===== config.mk =====
export PLATFORM = sky130hd
export DESIGN_NAME = hiscore_ram_arbiter
export DESIGN_NICKNAME = d
export VERILOG_FILES = /design/src/rtl/hiscore_ram_arbiter.sv
export SDC_FILE = /design/constraint.sdc
export NUM_CORES = 1
export LEC_CHECK = 0
export CAP_MARGIN = 0
export CORE_MARGIN = 2
export CORE_UTILIZATION = 48
export CTS_CLUSTER_SIZE = 14
export DETAILED_ROUTE_END_ITERATION = 10
export GPL_ROUTABILITY_DRIVEN = 0
export PLACE_DENSITY = 0.87
export SETUP_SLACK_MARGIN = 0.4
export SLEW_MARGIN = 20
export SYNTH_ARGS = -nofsm -noshare
export SYNTH_HDL_FRONTEND = slang
export SYNTH_SLANG_ARGS = --single-unit

===== constraint.sdc =====
create_clock -name clk_sys -period 2.7 [get_ports clk_sys]
set_input_delay 0.405 -clock clk_sys [delete_from_list [all_inputs] [get_ports clk_sys]]
set_output_delay 0.405 -clock clk_sys [all_outputs]
set_load 0.02 [all_outputs]

===== src/rtl/hiscore_ram_arbiter.sv =====
// Work-RAM arbiter: the game CPU owns the port except inside the vblank window, where
// single-byte hiscore accesses run. Optional macro: HS_ARB_PAUSE_WINDOW_EN (pause opens the window).
module hiscore_ram_arbiter #(
    parameter int AW        = 11,
    parameter int SETTLE    = 4,
    parameter int RD_LAT    = 2,
    parameter int MAX_BURST = 64
) (
    input  logic          clk_sys,
    input  logic          reset_n,
    input  logic          vblank,
    input  logic          pause,
    input  logic          hs_req,
    input  logic          hs_we,
    input  logic [AW-1:0] hs_addr,
    input  logic [7:0]    hs_wdata,
    output logic          hs_ack,
    output logic [7:0]    hs_rdata,
    output logic          cpu_halt,
    input  logic [AW-1:0] cpu_addr,
    input  logic [7:0]    cpu_wdata,
    input  logic          cpu_we,
    output logic [AW-1:0] ram_addr,
    output logic [7:0]    ram_din,
    output logic          ram_we,
    input  logic [7:0]    ram_dout,
    output logic          hs_owner
);

    typedef enum logic [2:0] {
        S_IDLE,
        S_WAIT_WIN,
        S_SETTLE,
        S_ACCESS,
        S_ACK,
        S_NEXT,
        S_RELEASE
    } state_t;

    localparam int CMAX = (SETTLE > RD_LAT) ? SETTLE : RD_LAT;
    localparam int CW   = (CMAX > 1) ? $clog2(CMAX) : 1;
    localparam int BW   = (MAX_BURST > 0) ? $clog2(MAX_BURST + 1) : 1;

    localparam logic [CW-1:0] SETTLE_LD = CW'(SETTLE - 1);
    localparam logic [CW-1:0] RDLAT_LD  = CW'(RD_LAT - 1);
    localparam logic [BW-1:0] BURST_MAX = BW'(MAX_BURST);
    localparam bit            UNLIMITED = (MAX_BURST == 0);

    state_t        r_state;
    logic [CW-1:0] r_cnt;
    logic [BW-1:0] r_burst;
    logic          r_halt;
    logic          r_owner;
    logic          r_we;
    logic [AW-1:0] r_addr;
    logic [7:0]    r_wdata;
    logic [7:0]    r_rdata;
    logic          r_vb_d;
    logic          r_win_open;

    state_t        w_state_nxt;
    logic [CW-1:0] w_cnt_nxt;
    logic [BW-1:0] w_burst_nxt;
    logic          w_halt_nxt;
    logic          w_owner_nxt;
    logic          w_latch;
    logic          w_capture;
    logic          w_vb_rise;
    logic          w_win;
    logic          w_burst_ok;

    assign w_vb_rise = vblank & ~r_vb_d;

`ifdef HS_ARB_PAUSE_WINDOW_EN
    // Pause holds the window open by level and lifts the burst limit while it lasts.
    assign w_win      = r_win_open | pause;
    assign w_burst_ok = UNLIMITED || pause || (r_burst < BURST_MAX);
`else
    logic w_unused_pause;
    assign w_unused_pause = pause;
    assign w_win          = r_win_open;
    assign w_burst_ok     = UNLIMITED || (r_burst < BURST_MAX);
`endif

    // The window is an edge event: it is dropped when vblank falls, when it goes unused
    // (no request waiting) and once a release has consumed it.
    always_ff @(posedge clk_sys or negedge reset_n) begin
        if (!reset_n) begin
            r_vb_d     <= 1'b0;
            r_win_open <= 1'b0;
        end else begin
            // NOTE: sequential state uses non-blocking assignments so every register
            // samples pre-edge values, independent of statement order.
            r_vb_d <= vblank;
            if (w_vb_rise) begin
                r_win_open <= 1'b1;
            end else if (!vblank || r_state == S_IDLE || r_state == S_RELEASE) begin
                r_win_open <= 1'b0;
            end
        end
    end

    always_ff @(posedge clk_sys or negedge reset_n) begin
        if (!reset_n) begin
            r_state <= S_IDLE;
            r_cnt   <= '0;
            r_burst <= '0;
            r_halt  <= 1'b0;
            r_owner <= 1'b0;
            r_we    <= 1'b0;
            r_addr  <= '0;
            r_wdata <= '0;
            r_rdata <= '0;
        end else begin
            r_state <= w_state_nxt;
            r_cnt   <= w_cnt_nxt;
            r_burst <= w_burst_nxt;
            r_halt  <= w_halt_nxt;
            r_owner <= w_owner_nxt;
            if (w_latch) begin
                r_we    <= hs_we;
                r_addr  <= hs_addr;
                r_wdata <= hs_wdata;
            end
            if (w_capture) begin
                r_rdata <= ram_dout;
            end
        end
    end

    always_comb begin
        // NOTE: every output of this block gets a default first, so no path leaves a
        // value unassigned and no latch is inferred.
        w_state_nxt = r_state;
        w_cnt_nxt   = r_cnt;
        w_burst_nxt = r_burst;
        w_halt_nxt  = r_halt;
        w_owner_nxt = r_owner;
        w_latch     = 1'b0;
        w_capture   = 1'b0;

        unique case (r_state)
            S_IDLE: begin
                if (hs_req) begin
                    w_state_nxt = S_WAIT_WIN;
                end
            end
            S_WAIT_WIN: begin
                if (hs_req && w_win) begin
                    w_halt_nxt  = 1'b1;
                    w_cnt_nxt   = SETTLE_LD;
                    w_state_nxt = S_SETTLE;
                end else if (!hs_req) begin
                    w_state_nxt = S_IDLE;
                end
            end
            S_SETTLE: begin
                if (!w_win) begin
                    w_halt_nxt  = 1'b0;
                    w_state_nxt = S_RELEASE;
                end else if (r_cnt == '0) begin
                    w_owner_nxt = 1'b1;
                    w_latch     = 1'b1;
                    w_cnt_nxt   = RDLAT_LD;
                    w_state_nxt = S_ACCESS;
                end else begin
                    w_cnt_nxt = r_cnt - CW'(1);
                end
            end
            S_ACCESS: begin
                if (r_we) begin
                    w_state_nxt = S_ACK;
                end else if (r_cnt == '0) begin
                    w_capture   = 1'b1;
                    w_state_nxt = S_ACK;
                end else begin
                    w_cnt_nxt = r_cnt - CW'(1);
                end
            end
            S_ACK: begin
                if (!UNLIMITED && r_burst != BURST_MAX) begin
                    w_burst_nxt = r_burst + BW'(1);
                end
                // Owner is handed back here so it always drops a cycle ahead of cpu_halt.
                w_owner_nxt = 1'b0;
                w_state_nxt = S_NEXT;
            end
            S_NEXT: begin
                if (hs_req && w_win && w_burst_ok) begin
                    w_owner_nxt = 1'b1;
                    w_latch     = 1'b1;
                    w_cnt_nxt   = RDLAT_LD;
                    w_state_nxt = S_ACCESS;
                end else begin
                    w_halt_nxt  = 1'b0;
                    w_state_nxt = S_RELEASE;
                end
            end
            S_RELEASE: begin
                w_burst_nxt = '0;
                w_state_nxt = hs_req ? S_WAIT_WIN : S_IDLE;
            end
            default: begin
                w_state_nxt = S_IDLE;
            end
        endcase
    end

    assign hs_ack   = (r_state == S_ACK);
    assign hs_rdata = r_rdata;
    assign cpu_halt = r_halt;
    assign hs_owner = r_owner;

    // CPU writes are dropped while the hiscore engine owns the port.
    assign ram_addr = r_owner ? r_addr  : cpu_addr;
    assign ram_din  = r_owner ? r_wdata : cpu_wdata;
    assign ram_we   = r_owner ? (r_we && r_state == S_ACCESS) : cpu_we;

endmodule


==> impl_metrics.env, run 1 <==
export IMPL_start_kind="flop"
export IMPL_power_density_nw_per_um2=902
export IMPL_r2r_cells=6
export IMPL_period_share=0.807
export IMPL_multiInputGateArea_sq_um=1090
export IMPL_cts_buffers=5
export IMPL_max_slew_margin_rel=0.627
export IMPL_final_hold_violation_count=0
export IMPL_rsz0062_at_grt="false"
export IMPL_top_layer="met4"
export IMPL_wl_per_cell_microns=14.7
export IMPL_design_power_total_w=0.00298
export IMPL_initial_core_util=0.490
export IMPL_r2r_start="r_state[0]"
export IMPL_cap_violations=0
export IMPL_finalSetupViolations=0
export IMPL_status="finished clean"
export IMPL_skew_ns=0.00875
export IMPL_clk_transition_reported_paths_ns=0.08
export IMPL_n_fill_cell=326
export IMPL_tns_ns=0
export IMPL_cts_root_buf="clkbuf_8"
export IMPL_htreeDepth=2
export IMPL_cts_tree="built"
export IMPL_remaining_drc_errors=0
export IMPL_clock_path_buffers=2
export IMPL_netlist_area_sq_um=2270
export IMPL_wl_met1_microns=2040
export IMPL_ios=84
export IMPL_ys_seq_elements=44
export IMPL_ys_seq_area_frac=0.485
export IMPL_grt_usage=0.187
export IMPL_num_rows=25
export IMPL_cp_end_kind="output pin"
export IMPL_first_pass_iters=4
export IMPL_clock_sinks=44
export IMPL_chipHeight_microns=72.7
export IMPL_initialDrtViolationCount=104
export IMPL_rrSetupSlack_ns=0.91
export IMPL_yosysWarnings=0
export IMPL_fin_nets=327
export IMPL_cp_required_ns=2.30
export IMPL_grt_pass1_vias=1635
export IMPL_worstHoldPathType="in -> async"
export IMPL_seq_area_sq_um=1110
export IMPL_drv_slew=0
export IMPL_min_period_ns=2.18
export IMPL_grt_max_degree=45
export IMPL_syn_to_final_growth_pct=45.6
export IMPL_setup_worst_path_class="reg -> out"
export IMPL_insertion_delay_ns=0.29
export IMPL_yosys_cell_types_count=41
export IMPL_arrival_ns=1.77
export IMPL_worst_pin_slew_ns=0.559
export IMPL_syn_area_per_cell_sq_um=12.3
export IMPL_via_count=1701
export IMPL_antenna_found_initial=0
export IMPL_core_sq_um=4630
export IMPL_n_antenna_cell=0
export IMPL_wl_met2_microns=2470
export IMPL_ir_drop_uv=512
export IMPL_overflow=0
export IMPL_dp_hpwl_microns=3400
export IMPL_ant_nets=0
export IMPL_die_width_microns=72.7
export IMPL_wl_met3_microns=203
export IMPL_totalWireLength_microns=4790
export IMPL_vias_per_cell=5.23
export IMPL_cp_max_fo=15
export IMPL_rr_endpoint="r_addr[2]"
export IMPL_grt_pass1_wl_microns=7650
export IMPL_p_leak_nw=1.46
export IMPL_io_buffer_count=82
export IMPL_syn_inst=185
export IMPL_fmax_mhz=459
export IMPL_drive_gt1_frac=0.266
export IMPL_syn_num_nets=242
export IMPL_die_area_sq_um=5290
## repair_timing
action | 4_1_cts | 5_1_grt
cloned | 0 | 0
gates resized for setup | 5 | 1
endpoints found under the hold margin | 0 | 0
buffers inserted | 2 | 0
hold buffers | 0 | 0
setup endpoints to repair | 16 | 1
## synthesized netlist by cell type
| master | instances | area share |
|---|---|---|
| o21ai_0 | 8 | 0.018 |
| nand3b_4 | 1 | 0.0088 |
| and2b_1 | 1 | 0.0033 |
| nor3b_4 | 1 | 0.0083 |
| inv_1 | 8 | 0.013 |
| nand4b_1 | 1 | 0.0039 |
| xor2_1 | 1 | 0.0039 |
| mux2i_1 | 4 | 0.018 |
| nor2_1 | 7 | 0.012 |
| a21boi_0 | 1 | 0.0033 |
| a31oi_1 | 3 | 0.0083 |
| and3b_1 | 1 | 0.0039 |
| xnor2_1 | 3 | 0.012 |
| nand2b_1 | 3 | 0.0083 |
| nand3b_1 | 2 | 0.0066 |
| or3_1 | 2 | 0.0055 |
| clkbuf_1 | 1 | 0.0017 |
| nand3_1 | 1 | 0.0022 |
| buf_4 | 1 | 0.0033 |
| mux2_2 | 47 | 0.23 |
| buf_2 | 6 | 0.013 |
| a22o_1 | 1 | 0.0039 |
| ha_1 | 4 | 0.022 |
| nor4_1 | 1 | 0.0028 |
| buf_1 | 2 | 0.0033 |
| o31ai_1 | 1 | 0.0033 |
| nor2b_1 | 2 | 0.0055 |
| a21o_1 | 1 | 0.0033 |
| a21oi_1 | 6 | 0.013 |
| dfrtp_1 | 44 | 0.49 |
| o2bb2ai_1 | 1 | 0.0039 |
| nand2_1 | 7 | 0.012 |
| a32oi_1 | 2 | 0.0077 |
| and2_1 | 1 | 0.0028 |
| mux2_1 | 2 | 0.0099 |
| nor3_1 | 2 | 0.0044 |
| nand4_1 | 1 | 0.0028 |
| nand4bb_1 | 1 | 0.0050 |
| a31oi_4 | 1 | 0.0094 |
| nor3b_2 | 1 | 0.0055 |
| or3b_4 | 1 | 0.0050 |
## sequential cells by signal (all words and copies together) (netlist names)
register	cells
r_vb_d	1
hs_owner	1
r_state	3
r_win_open	1
r_cnt	2
r_we	1
hs_rdata	8
r_wdata	8
r_addr	11
r_burst	7
cpu_halt	1
## area by class of cell
class / count / area share
repair buffers: 88 / 0.266
multi-input cells: 123 / 0.332
clock buffers: 7 / 0.0292
clock inverters: 1 / 0.00909
inverters: 8 / 0.00909
flip-flops and latches: 44 / 0.335
well taps: 54 / 0.0205
## critical path, cell delays in order, from the launching register on
cell	delay, ns
dfrtp_2	0.42
buf_12	0.16
mux2_2	0.34
clkdlybuf4s50_1	0.56
## how the worst max path moves through the flow
stage,start,end,slack [ns],cells past startpoint
global placement,r_state[1],hs_ack,0.60,3
detailed placement,hs_req,r_addr[2],0.59,6
floorplan,hs_owner,ram_addr[0],1.01,2
global route,hs_owner,ram_addr[9],0.47,3
finish,hs_owner,ram_addr[9],0.52,3
CTS,r_state[2],ram_we,0.38,4
## layout by cell type, fill, tap and decap left out, types with 3 or more instances in the layout
master / count
nand2b_1: 3
mux2_2: 47
dfrtp_2: 4
nor2_1: 7
clkbuf_8: 7
clkdlybuf4s50_1: 79
nand2_1: 7
dfrtp_1: 40
mux2i_1: 4
xnor2_1: 3
inv_1: 8
buf_4: 6
o21ai_0: 8
ha_1: 4
a21oi_1: 6
## layer usage
layer	track usage	vias up
met5	0	-
met4	0.0638	0
met3	0.0428	5
met2	0.290	38
met1	0.259	829
li1	-	829
## power by group
group	internal, W	switching, W	leakage [nW]
clock network	0.000327	0.000222	0.0645
logic	0.000744	0.000567	0.832
registers	0.000912	0.000205	0.568
total	0.00198	0.000994	1.46
## metrics by stage
step,area [sq um],hold slack [ns],cells,setup WS [ns],utilization
floorplan,2270,0.109,185,1.01,-
global placement,3150,0.407,315,0.599,0.681
detailed placement,3150,0.421,315,0.593,0.681
CTS,3300,0.303,325,0.377,0.712
global route,3300,0.137,325,0.468,0.713
finish,3300,0.0974,325,0.522,0.713
## cell families (layout without fill, tap and decap cells)
| logic type | after synthesis | after routing | synth area share |
|---|---|---|---|
| DFF | 44 | 44 | 0.485 |
| xor gates and xnor gates | 4 | 4 | 0.0154 |
| muxes | 53 | 53 | 0.261 |
| adders and majority gates | 4 | 4 | 0.0221 |
| AOI/OAI and AO/OA | 25 | 25 | 0.0739 |
| buffers and inverters | 18 | 104 | 0.0348 |
| and+or+nand+nor | 37 | 37 | 0.108 |
Note: power is estimated with default switching activity, not from simulation.
==> run 2: changes to the inputs <==
--- a/config.mk
+++ b/config.mk
@@ -7,11 +7,11 @@
 export LEC_CHECK = 0
 export CAP_MARGIN = 0
 export CORE_MARGIN = 2
-export CORE_UTILIZATION = 48
+export CORE_UTILIZATION = 40
 export CTS_CLUSTER_SIZE = 14
 export DETAILED_ROUTE_END_ITERATION = 10
 export GPL_ROUTABILITY_DRIVEN = 0
-export PLACE_DENSITY = 0.87
+export PLACE_DENSITY = 0.77
 export SETUP_SLACK_MARGIN = 0.4
 export SLEW_MARGIN = 20
 export SYNTH_ARGS = -nofsm -noshare
==> constraint.sdc (replaced) <==
create_clock -name clk_sys -period 2 [get_ports clk_sys]
set_input_delay 0.3 -clock clk_sys [delete_from_list [all_inputs] [get_ports clk_sys]]
set_output_delay 0.3 -clock clk_sys [all_outputs]
set_load 0.02 [all_outputs]
==> run 2 against run 1 <==
Compared with the run above: sequential power rose by 32%; hold slack got worse by 0.030 ns; total power rose by 54%; non-clock buffer count rose by 37; first-iteration DRC count fell by 13%; global-route usage rose by 0.65 points; count of clock-buffer cells in the layout fell by 1; register-to-register slack got worse by 0.71 ns; clock skew fell by 0.0042 ns; combinational power rose by 96%; wire length rose by 39%; critical endpoint is now r_state[0].
==> impl_metrics.env, run 2 (same netlist as run 1, synthesis figures left out) <==
export IMPL_drv_slew=0
export IMPL_initial_core_util=0.412
export IMPL_io_buffer_count=82
export IMPL_core_sq_um=5510
export IMPL_period_share=0.901
export IMPL_start_kind="flop"
export IMPL_num_rows=27
export IMPL_ios=84
export IMPL_cts_tree="built"
export IMPL_ant_nets=0
export IMPL_crit_slowest_cell="dfrtp_1"
export IMPL_first_pass_iters=4
export IMPL_min_period_ns=1.80
export IMPL_htreeDepth=2
export IMPL_final_util=0.704
export IMPL_grt_max_degree=45
export IMPL_drive_gt1_frac=0.450
export IMPL_r2r_start="r_state[0]"
export IMPL_cp_max_fo=7
export IMPL_initialDrtViolationCount=90
export IMPL_largest_reg_flops=11
export IMPL_rr_endpoint="r_state[0]"
export IMPL_clock_sinks=44
export IMPL_finalSetupViolations=0
export IMPL_tns_ns=0
export IMPL_path_common_cell="buf_4"
export IMPL_syn_to_final_growth_pct=70.9
export IMPL_setup_worst_path_class="reg -> reg"
export IMPL_power_density_nw_per_um2=1180
export IMPL_cts_root_buf="clkbuf_8"
export IMPL_clk_transition_reported_paths_ns=0.08
export IMPL_cts_buffers=5
export IMPL_max_slew_margin_rel=0.635
export IMPL_overflow=0
export IMPL_cts_hold_buffers=0
export IMPL_via_count=1955
export IMPL_totalWireLength_microns=6640
export IMPL_cp_slowest_stage_delay_ns=0.43
export IMPL_ir_drop_uv=604
export IMPL_antenna_found_initial=0
export IMPL_p_leak_nw=1.81
export IMPL_cap_violations=0
export IMPL_dp_hpwl_microns=3500
export IMPL_worst_pin_slew_ns=0.547
export IMPL_final_cell_mix="clkdlybuf4s50_1 (57), dfrtp_1 (41), buf_6 (31), mux2_2 (26), buf_4 (25)"
export IMPL_cp_required_ns=2.18
export IMPL_skew_ns=0.00453
export IMPL_worstHoldPathType="in -> async"
export IMPL_final_hold_violation_count=0
export IMPL_cp_cell_sequence="buf_8 > buf_4 > buf_4 > nor2_1 > a21oi_1 > o31ai_2 > mux2_4"
export IMPL_chipHeight_microns=79.3
export IMPL_crit_start="r_state[0]"
export IMPL_fmax_mhz=555
export IMPL_vias_per_cell=5.16
export IMPL_arrival_ns=1.98
export IMPL_grt_pass1_vias=1996
export IMPL_fin_nets=364
export IMPL_die_width_microns=79.3
export IMPL_clock_path_buffers=2
export IMPL_n_antenna_cell=0
export IMPL_insertion_delay_ns=0.29
export IMPL_status="finished clean"
export IMPL_die_area_sq_um=6290
export IMPL_rrSetupSlack_ns=0.20
export IMPL_final_common_cell="clkdlybuf4s50_1"
export IMPL_grt_pass1_wl_microns=9530
export IMPL_regMostFlops="r_addr"
export IMPL_grt_usage=0.193
export IMPL_r2r_cells=7
export IMPL_wl_per_cell_microns=17.5
export IMPL_remaining_drc_errors=0
export IMPL_cp_end_kind="flop"
export IMPL_rsz0062_at_grt="true"
run 2: cell count changes in the layout (fill, tap and decap cells not counted), moves of 3 or more:
cell | before | now
mux2_4 | 0 | 21
buf_12 | 1 | 4
buf_16 | 0 | 3
buf_4 | 6 | 25
clkdlybuf4s50_1 | 79 | 57
buf_6 | 0 | 31
mux2_2 | 47 | 26
run 2: what timing repair did:
item                       CTS  global route
resized for setup          143            46
gates cloned                 4             0
pin swaps                    5            11
setup endpoints to repair   52            60
setup buffers               21             8
run 2: layer usage:
layer	vias to the layer above	GRT usage	routed length [microns]
met4	0	0.0379	93
li1	909	-	-
met1	970	0.222	2550
met2	66	0.369	3660
met3	10	0.0398	337
met5	-	0	0
run 2: worst max path at each step:
| stage | to | slack [ns] | depth (start not counted) |
|---|---|---|---|
| final | r_state[0] | 0.20 | 7 |
| after global routing | r_state[0] | 0.14 | 7 |
| after CTS | ram_addr[9] | 0.28 | 4 |
| after detailed placement | r_wdata[3] | 0.05 | 6 |
| after global placement | r_addr[1] | 0.06 | 6 |
| after floorplan | ram_addr[0] | 0.41 | 2 |
run 2: per-stage QoR:
stage,instances,setup slack [ns],hold WS (ns),area (sq um),power [W]
floorplan,185,0.415,0.00441,2270,0.00257
global placement,339,0.0610,0.411,3230,0.00329
detailed placement,339,0.0461,0.414,3230,0.00334
CTS,371,0.280,0.106,3650,0.00420
global route,379,0.142,0.116,3880,0.00485
finish,379,0.197,0.0673,3880,0.00458
run 2: worst max-delay path: cells and delay by family, from the launching register on:
kind	cells	cell delay, ns
and+or+nand+nor	1	0.12
muxes	1	0.35
buffers and inverters	3	0.42
DFF	1	0.43
AOI/OAI and AO/OA	2	0.38
run 2: report_power, final:
part | leakage [nW] | switching (W) | internal [W]
logic | 1.20 | 0.00108 | 0.00149
registers | 0.569 | 0.000252 | 0.00123
clock network | 0.0410 | 0.000288 | 0.000238
total | 1.81 | 0.00162 | 0.00296
run 2: area by class of cell:
| cell class | instances | area [sq um] |
|---|---|---|
| multi-input cells | 123 | 1260 |
| inverters | 8 | 32.5 |
| repair buffers | 125 | 1320 |
| fillers | 381 | 1630 |
| clock inverters | 1 | 5.00 |
| well taps | 72 | 90.1 |
| flip-flops and latches | 44 | 1100 |
| clock buffers | 6 | 72.6 |
